## src/rtl/machtru_serial.sv

```systemverilog
// machtru_serial: serial subtractor producing X - Y - bin, STEP bits per clock, LSB slice first.
// Ports:
//   clk, rst      single clock; synchronous active-high reset
//   start         request, honoured only when idle; X, Y, bin are latched on that edge
//   busy          high while a subtraction is running (WIDTH/STEP cycles)
//   done          one-cycle pulse when B and ovf carry the new result
//   B             {final borrow-out, WIDTH-bit difference}, held until the next result
//   ovf           two's-complement overflow of the WIDTH-bit difference
module machtru_serial #(
    parameter int WIDTH = 8,
    parameter int STEP  = 1
) (
    input  logic             clk,
    input  logic             rst,
    input  logic             start,
    input  logic [WIDTH-1:0] X,
    input  logic [WIDTH-1:0] Y,
    input  logic             bin,
    output logic             busy,
    output logic             done,
    output logic [WIDTH:0]   B,
    output logic             ovf
);
    localparam int NSL = WIDTH / STEP;
    localparam int CW  = $clog2(NSL + 1);
    typedef enum logic {IDLE, RUN} state_t;
    state_t           r_state, w_state_next;
    logic [WIDTH-1:0] r_x, r_y, r_diff, w_diff_next;
    logic [WIDTH:0]   r_b;
    logic [CW-1:0]    r_cnt;
    logic [STEP:0]    w_sub;
    logic             r_xs, r_ys, r_brw, r_done, r_ovf;
    logic             w_accept, w_last;

    always_ff @(posedge clk) begin
        if (rst) r_state <= IDLE;
        else     r_state <= w_state_next;
    end

    // Operands shift right so the active slice is always at bit 0; the
    // difference fills from the top so slice 0 lands at bit 0 at the end.
    // Sign bits are kept aside because the shifting destroys them.
    always_comb begin
        w_accept     = (r_state == IDLE) && start;
        w_last       = (r_state == RUN) && (r_cnt == CW'(1));
        w_state_next = w_accept ? RUN : (w_last ? IDLE : r_state);
        w_sub        = {1'b0, r_x[STEP-1:0]} - {1'b0, r_y[STEP-1:0]} - {{STEP{1'b0}}, r_brw};
        w_diff_next  = (r_diff >> STEP) | (WIDTH'(w_sub[STEP-1:0]) << (WIDTH - STEP));
    end

    always_ff @(posedge clk) begin
        if (rst) begin
            r_x    <= '0;
            r_y    <= '0;
            r_xs   <= 1'b0;
            r_ys   <= 1'b0;
            r_brw  <= 1'b0;
            r_diff <= '0;
            r_cnt  <= '0;
        end else if (w_accept) begin
            r_x    <= X;
            r_y    <= Y;
            r_xs   <= X[WIDTH-1];
            r_ys   <= Y[WIDTH-1];
            r_brw  <= bin;
            r_diff <= '0;
            r_cnt  <= CW'(NSL);
        end else if (r_state == RUN) begin
            r_x    <= r_x >> STEP;
            r_y    <= r_y >> STEP;
            r_brw  <= w_sub[STEP];
            r_diff <= w_diff_next;
            r_cnt  <= r_cnt - CW'(1);
        end
    end

    // B and ovf only move on the final slice, so they stay stable through RUN.
    always_ff @(posedge clk) begin
        if (rst) begin
            r_done <= 1'b0;
            r_b    <= '0;
            r_ovf  <= 1'b0;
        end else begin
            r_done <= w_last;
            if (w_last) begin
                r_b   <= {w_sub[STEP], w_diff_next};
                r_ovf <= (r_xs != r_ys) && (w_diff_next[WIDTH-1] != r_xs);
            end
        end
    end

    assign busy = (r_state == RUN);
    assign done = r_done;
    assign B    = r_b;
    assign ovf  = r_ovf;
endmodule

```

## config.mk

```make
export PLATFORM = sky130hd
export DESIGN_NAME = machtru_serial
export DESIGN_NICKNAME = d
export VERILOG_FILES = /design/src/rtl/machtru_serial.sv
export SDC_FILE = /design/constraint.sdc
export NUM_CORES = 1
export LEC_CHECK = 0
export ABC_AREA = 1
export CORE_AREA = 2 2 86 72
export CTS_BUF_LIST = sky130_fd_sc_hd__clkbuf_4
export CTS_CLUSTER_SIZE = 20
export DETAILED_ROUTE_END_ITERATION = 8
export DIE_AREA = 0 0 88 74
export PLACE_DENSITY = 0.56
export SETUP_SLACK_MARGIN = 0.5
export SLEW_MARGIN = 20
export SYNTH_ARGS = -nofsm -noshare
export SYNTH_HDL_FRONTEND = slang
export SYNTH_SLANG_ARGS = --single-unit
```

## constraint.sdc

```tcl
create_clock -name clk -period 3.3 [get_ports clk]
set_input_delay 0.66 -clock clk [delete_from_list [all_inputs] [get_ports clk]]
set_output_delay 0.66 -clock clk [all_outputs]
set_load 0.05 [all_outputs]
```

Yosys cells after proc, flatten, opt, wreduce, memory -nomap -nowiden
Index checks and enable logic that the tools add are counted.
W data, S select, Z words.

word-level totals
  bits in registers = 43
  input bits = 20
  output and inout port bits = 12
  word-level logic and storage cells = 36

cells by class
  add/subtract/negate cells = 3
  eq/ne operators = 3
  multiplexer cells = 10
  bitwise gates (word level) = 2
  reductions and logical operators = 6

operators by type and width
  kind                   number
  $mux W8                4
  $mux W4                2
  $or A7 B8 Y8           1
  $eq A4 B1 Y1 const B   1
  $mux W1                4
  $reduce_bool A2 Y1     2
  $sub A4 B1 Y4 const B  1
  $logic_and A1 B1 Y1    3
  $ne A1 B1 Y1           2
  $reduce_or A2 Y1       1
  $sub A1 B1 Y2          1
  $sub A2 B1 Y2          1
  $not A1 Y1             1

Longest topological paths before layout
Gate-level depths: netlist (run 1).

  depth after elaboration = 5
  gate-level depth with buffers = 8
  depth with buffers taken out = 8

Worst setup path after synthesis (run 1)
No wires, ideal clock.

  path kind = register to register
  from = reg r_state, in the netlist busy
  to = reg r_b[2], in the netlist B[2]
  data arrival time = 1.303 ns
  slack = 1.883 ns
  cell stages (with the launch flop) = 8
  buffers on the path = 2
  cells stage by stage = dfxtp_1 > buf_6 > nand2_4 > inv_2 > nand2_4 > buf_6 > nand3_1 > nand2_1

between the ends
  cells in the longest elaborated chain, start to end = 1

RTL lines
  what                      line  source
  start: declaration        27    state_t r_state, w_state_next;
  start signal: assignment  37    else r_state <= w_state_next;
  $logic_and A1 B1 Y1       45    w_last = (r_state == RUN) && (r_cnt == CW'(1));
  end signal: assignment    86    r_b <= {w_sub[STEP], w_diff_next};
  end: declaration          29    logic [WIDTH:0] r_b;

No other way between the ends.
A chain may end at the register's enable or synchronous reset.

Worst setup path after layout (run 1)
  from = reg r_b[7], in the netlist B[7]
  to = out B[7]

RTL lines
  what              line  source
  end: declaration  21    output logic [WIDTH:0] B,

No word-level cell between the ends.

==> metrics.csv, run 1 <==
metric,value,unit
status,"finished, final reports clean",
grt_pass1_wl,6437,um
post_cts_resize_count,0,
place_hpwl,2536,um
dieHeight,74,um
start_util,0.3377,
fillCellCount,596,
cts_hold_buf,0,
grt_use_met1,0.1708,
grt_overflow,0,
cts_buffers,5,
cts_sinks,42,
fp.coreArea,5662,um^2
dr.first_iter.drc_count,105,
power.density,407.9,nW/um^2
final_cell_mix,"84 x nand2_1, 43 x nand3_1, 42 x dfxtp_1",
dr.pass1.iters,4,
ant_nets,0,
hold_path_class,reg2reg,
p_leak,1.036,nW
path_cells,clkdlybuf4s50_1,
p_sw,0.0002627,W
grt.met3_usage,0.03996,
area.growth.synth_to_final,18.65,%
timing.hold.ws,458.5,ps
die_w,88,um
route.detailed.drc,0,
period_share,0.6701,
slowest_stage,clkdlybuf4s50_1,
wl,3745,um
pwr-share-comb,0.152,
multi_input_area,840.8,um^2
cp.required,2640,ps
num_antenna_cells,0,
crit_arrival,1550,ps
cp.buffers_inverters,1,
synth.largest_area_cell,dfxtp_1,
tightestPinTransition,870.6,ps
drv_slew,0,
grt_busiest_layer,met2,
fin_crit,2211,ps
fmax,452.2,MHz
htreeDepth,2,
clkPwrFrac,0.265,
cts_tree,yes,
antenna_found_initial,0,
root_buffer,clkbuf_4,
port_buffers,31,
grt_pass1_vias,1429,
setup_viol,0,
switching_share,0.2839,
critical_path.max_stage_delay,820,ps
drive_gt1_frac,0.08303,
place_inst,350,
rsz0062_at_grt,false,
wl_per_cell,10.46,um
drv_cap,0,
p_seq_frac,0.583,
postSynthCellCount,250,
cp_max_fo,2,
nets,299,
vias,1559,
grtUsageMet2,0.1944,
syn_avg_cell_area,7.647,um^2
fin_worst_skew,5.313,ps
path_class,reg2out,
synth_top_area_share,0.4398,
yosys-top-cells-area,"dfxtp_1 44%, nand2_1 16%, nand3_1 11%, inv_1 5.1%, buf_6 4.1%",
worstSetupEndpointType,primary output,
yosysSeqAreaShare,0.4398,
r2r_setup_slack,1850,ps
start_kind,register,
layout_commonest_cell,nand2_1,
clk_latency,350,ps
seq_area,840.8,um^2
vias_per_cell,4.355,
vdd_ir_drop_max,0.1336,mV
setup-tns-final,0,ps
power,0.0009252,W
place.gp.congestion,0.7101,
yosysWarnings,0,
grt_use_total,0.1280,
final_cell_count_no_fill,358,
path_clk_slew,120,ps
postCtsSetupRepairBufs,0,
num_rows,25,
synth_seq_cells,42,
synth_nets,273,
internal_power,0.0006626,W
clock_path_buffers,2,
cp_top_family,buffers and inverters,
io_pins,32,
finalHoldViolations,0,
syn_area,1912,um^2
grt_max_degree,34,
die_area,6512,um^2
timing.slew.headroom,0.4178,
ys_types,21,
## power groups by stage
| stage | Sequential, W | Clock [W] | Combinational, W |
|---|---|---|---|
| 2_1_floorplan | 0.000553 | 0 | 0.000103 |
| 4_1_cts | 0.000540 | 0.000259 | 0.000142 |
| 3_5_place_dp | 0.000551 | 0 | 0.000142 |
| 3_3_place_gp | 0.000551 | 0 | 0.000141 |
| 5_1_grt | 0.000542 | 0.000277 | 0.000160 |
| 6_report | 0.000539 | 0.000245 | 0.000141 |
## cell type report
class / count / share of cell area
clock buffers: 5 / 0.01655
clock inverters: 3 / 0.007170
inverters: 29 / 0.05019
multi-input cells: 166 / 0.3707
flip-flops and latches: 42 / 0.3707
well taps: 81 / 0.04468
repair buffers: 32 / 0.1401
## cell families after synthesis
kind of cell / after synthesis / synth area share
buffers and inverters: 42 / 0.1204
AO/OA/AOI/OAI: 15 / 0.03927
adder cells (fa/ha/maj): 3 / 0.02356
AND/OR/NAND/NOR: 148 / 0.3770
flip-flops: 42 / 0.4398
## synthesized netlist by cell type (all sizes together)
cell type	n
fa	1
nand3	48
nor3	1
nor2	10
dfxtp	42
a21oi	10
or2	1
nand2	88
o21ai	5
buf	13
ha	2
inv	29
## state kept, by name, indices dropped and copies added (netlist names)
signal  cells
r_xs        1
r_y         8
ovf         1
r_cnt       4
done        1
r_brw       1
B           9
r_ys        1
r_diff      7
r_x         8
busy        1
## worst paths after layout
path,startpoint,end,cells past startpoint
hold / removal,r_diff[1],B[0],2
setup / recovery,B[7],B[7],1
setup reg to reg,r_x[0],ovf,7
hold reg to reg,r_diff[1],B[0],2
## per-stage QoR
stage | util | setup WS, ps | instance area [um^2]
final | 0.4007 | 1089 | 2268
after global routing | 0.4007 | 1012 | 2268
after detailed placement | 0.3912 | 924.8 | 2215
after global placement | 0.3912 | 1011 | 2215
after CTS | 0.4007 | 1060 | 2268
after floorplan | - | 1883 | 1912
## routing by layer
| layer | wire length, um | vias up |
|---|---|---|
| met3 | 140 | 2 |
| met1 | 1933 | 699 |
| met2 | 1630 | 24 |
| li1 | - | 834 |
| met4 | 41 | 0 |
| met5 | 0 | - |
(Power assumes the default switching activity.)
==> run 2, diff against run 1 <==
Settings changed: PLACE_DENSITY 0.56 to 0.58.
Clock period 3.3 ns to 2 ns, I/O delays scaled along.
==> metrics.csv, run 2 (synthesized netlist as in run 1, its figures left out) <==
metric,value,unit,change
status,"finished, final reports clean",,
path_cells,clkdlybuf4s15_2,,
cp.buffers_inverters,1,,unchanged
tightestPinTransition,282.4,ps,-588.2 ps
die_w,88,um,unchanged
internal_power,0.001128,W,+70%
nets,305,,+2.0%
slowest_stage,clkdlybuf4s15_2,,
hold_path_class,reg2reg,,
vias_per_cell,4.365,,+0.24%
vdd_ir_drop_max,0.2272,mV,+70%
wl,3894,um,+4.0%
crit_arrival,1040,ps,-510 ps
rsz0062_at_grt,true,,
fin_ws,562.5,ps,-526.1 ps
htreeDepth,2,,unchanged
finalHoldViolations,0,,unchanged
path_clk_slew,120,ps,about the same
cp_top_family,buffers and inverters,,
clkPwrFrac,0.263,,-0.002
clk_latency,350,ps,about the same
setup_viol,0,,unchanged
power.density,674.5,nW/um^2,+65%
timing.slew.headroom,0.8126,,+0.3949
start_kind,register,,
route.detailed.drc,0,,unchanged
cts_buffers,5,,unchanged
port_buffers,31,,unchanged
grt_max_degree,28,,-18%
vias,1589,,+1.9%
io_pins,32,,unchanged
num_antenna_cells,0,,unchanged
fin_crit,1438,ps,
fp.coreArea,5662,um^2,unchanged
dieHeight,74,um,unchanged
grt_pass1_wl,6720,um,+4.4%
num_rows,25,,unchanged
grt_use_total,0.1351,,+0.007055
drive_gt1_frac,0.1519,,+0.06891
largest_register_ffs,9,,unchanged
dr.first_iter.drc_count,83,,-21%
fillCellCount,618,,+3.7%
cts_sinks,42,,unchanged
drv_slew,0,,unchanged
cp_max_fo,1,,-1
critical_path.max_stage_delay,360,ps,-460 ps
area.growth.synth_to_final,20.62,%,
grt_pass1_vias,1497,,+4.8%
p_seq_frac,0.573,,-0.010
start_util,0.3377,,unchanged
die_area,6512,um^2,unchanged
drv_cap,0,,unchanged
post-place-ws,413.2,ps,-511.6 ps
grt_overflow,0,,unchanged
worstSetupEndpointType,primary output,,
ant_nets,0,,unchanged
switching_share,0.2749,,-0.009024
layout_commonest_cell,nand2_1,,
place_hpwl,2760,um,+8.9%
pwr-share-comb,0.164,,+0.012
p_leak,1.106,nW,+6.7%
place.gp.congestion,0.6874,,-3.2%
antenna_found_initial,0,,unchanged
wl_per_cell,10.70,um,+2.3%
cp.required,1600,ps,-1040 ps
root_buffer,clkbuf_4,,
path_class,reg2out,,
dr.pass1.iters,4,,unchanged
clock_path_buffers,2,,unchanged
setup-tns-final,0,ps,unchanged
p_sw,0.0004275,W,+63%
final_cell_mix,"84 x nand2_1, 43 x nand3_1, 41 x dfxtp_1",,
fmax,695.6,MHz,
cts_tree,yes,,
period_share,0.7188,,
fin_worst_skew,5.916,ps,+0.6028 ps
-- run 2: final timing paths --
kind                   from  endpoint  slack [ps]  cells after the start
setup / recovery       done      done         560                      1
hold / removal    r_diff[1]      B[0]         460                      2
setup reg to reg     r_x[0]       ovf         580                      7
hold reg to reg   r_diff[1]      B[0]         460                      2
-- run 2: repair_timing --
action	CTS	global route
gates resized for setup	48	11
hold buffers	0	0
endpoints found under the setup margin	12	7
setup buffers	1	0
-- run 2: stage by stage --
stage / power [W] / cells / utilization / cell area [um^2] / hold slack [ps]
2_1_floorplan: 0.001084 / 250 / - / 1912 / 432.6
3_3_place_gp: 0.001158 / 355 / 0.4018 / 2275 / 449.7
3_5_place_dp: 0.001161 / 355 / 0.4018 / 2275 / 450.3
4_1_cts: 0.001588 / 364 / 0.4130 / 2338 / 468.5
5_1_grt: 0.001652 / 364 / 0.4073 / 2306 / 487.7
6_report: 0.001555 / 364 / 0.4073 / 2306 / 462.1
-- run 2: worst reg2reg max path: stages (launching register included) --
cell     delay [ps]
dfxtp_1         350
inv_1            70
fa_2            620
inv_1            70
nand3_1          80
nand2_1          60
nand2_1          60
nand2_1          40
-- run 2: power groups by stage --
stage / combinational, W / sequential (W) / clock, W
global placement: 0.000247 / 0.000910 / 0
floorplan: 0.000171 / 0.000913 / 0
finish: 0.000255 / 0.000891 / 0.000409
global route: 0.000286 / 0.000896 / 0.000469
CTS: 0.000259 / 0.000891 / 0.000437
detailed placement: 0.000249 / 0.000912 / 0
-- run 2: layout make-up --
type / instances / area, um^2 / area share
repair buffers: 38 / 349.1 / 0.1514
flip-flops and latches: 42 / 844.6 / 0.3663
inverters: 29 / 113.9 / 0.04938
multi-input cells: 166 / 843.3 / 0.3657
clock inverters: 2 / 8.758 / 0.003798
well taps: 81 / 101.3 / 0.04395
clock buffers: 6 / 45.04 / 0.01953
-- run 2: per-layer routing --
metal	vias to the layer above	wire (um)	global-route usage
li1	851	-	-
met1	712	1928	0.1786
met2	18	1781	0.2079
met3	8	95	0.02997
met4	0	89	0.07179
met5	-	0	0
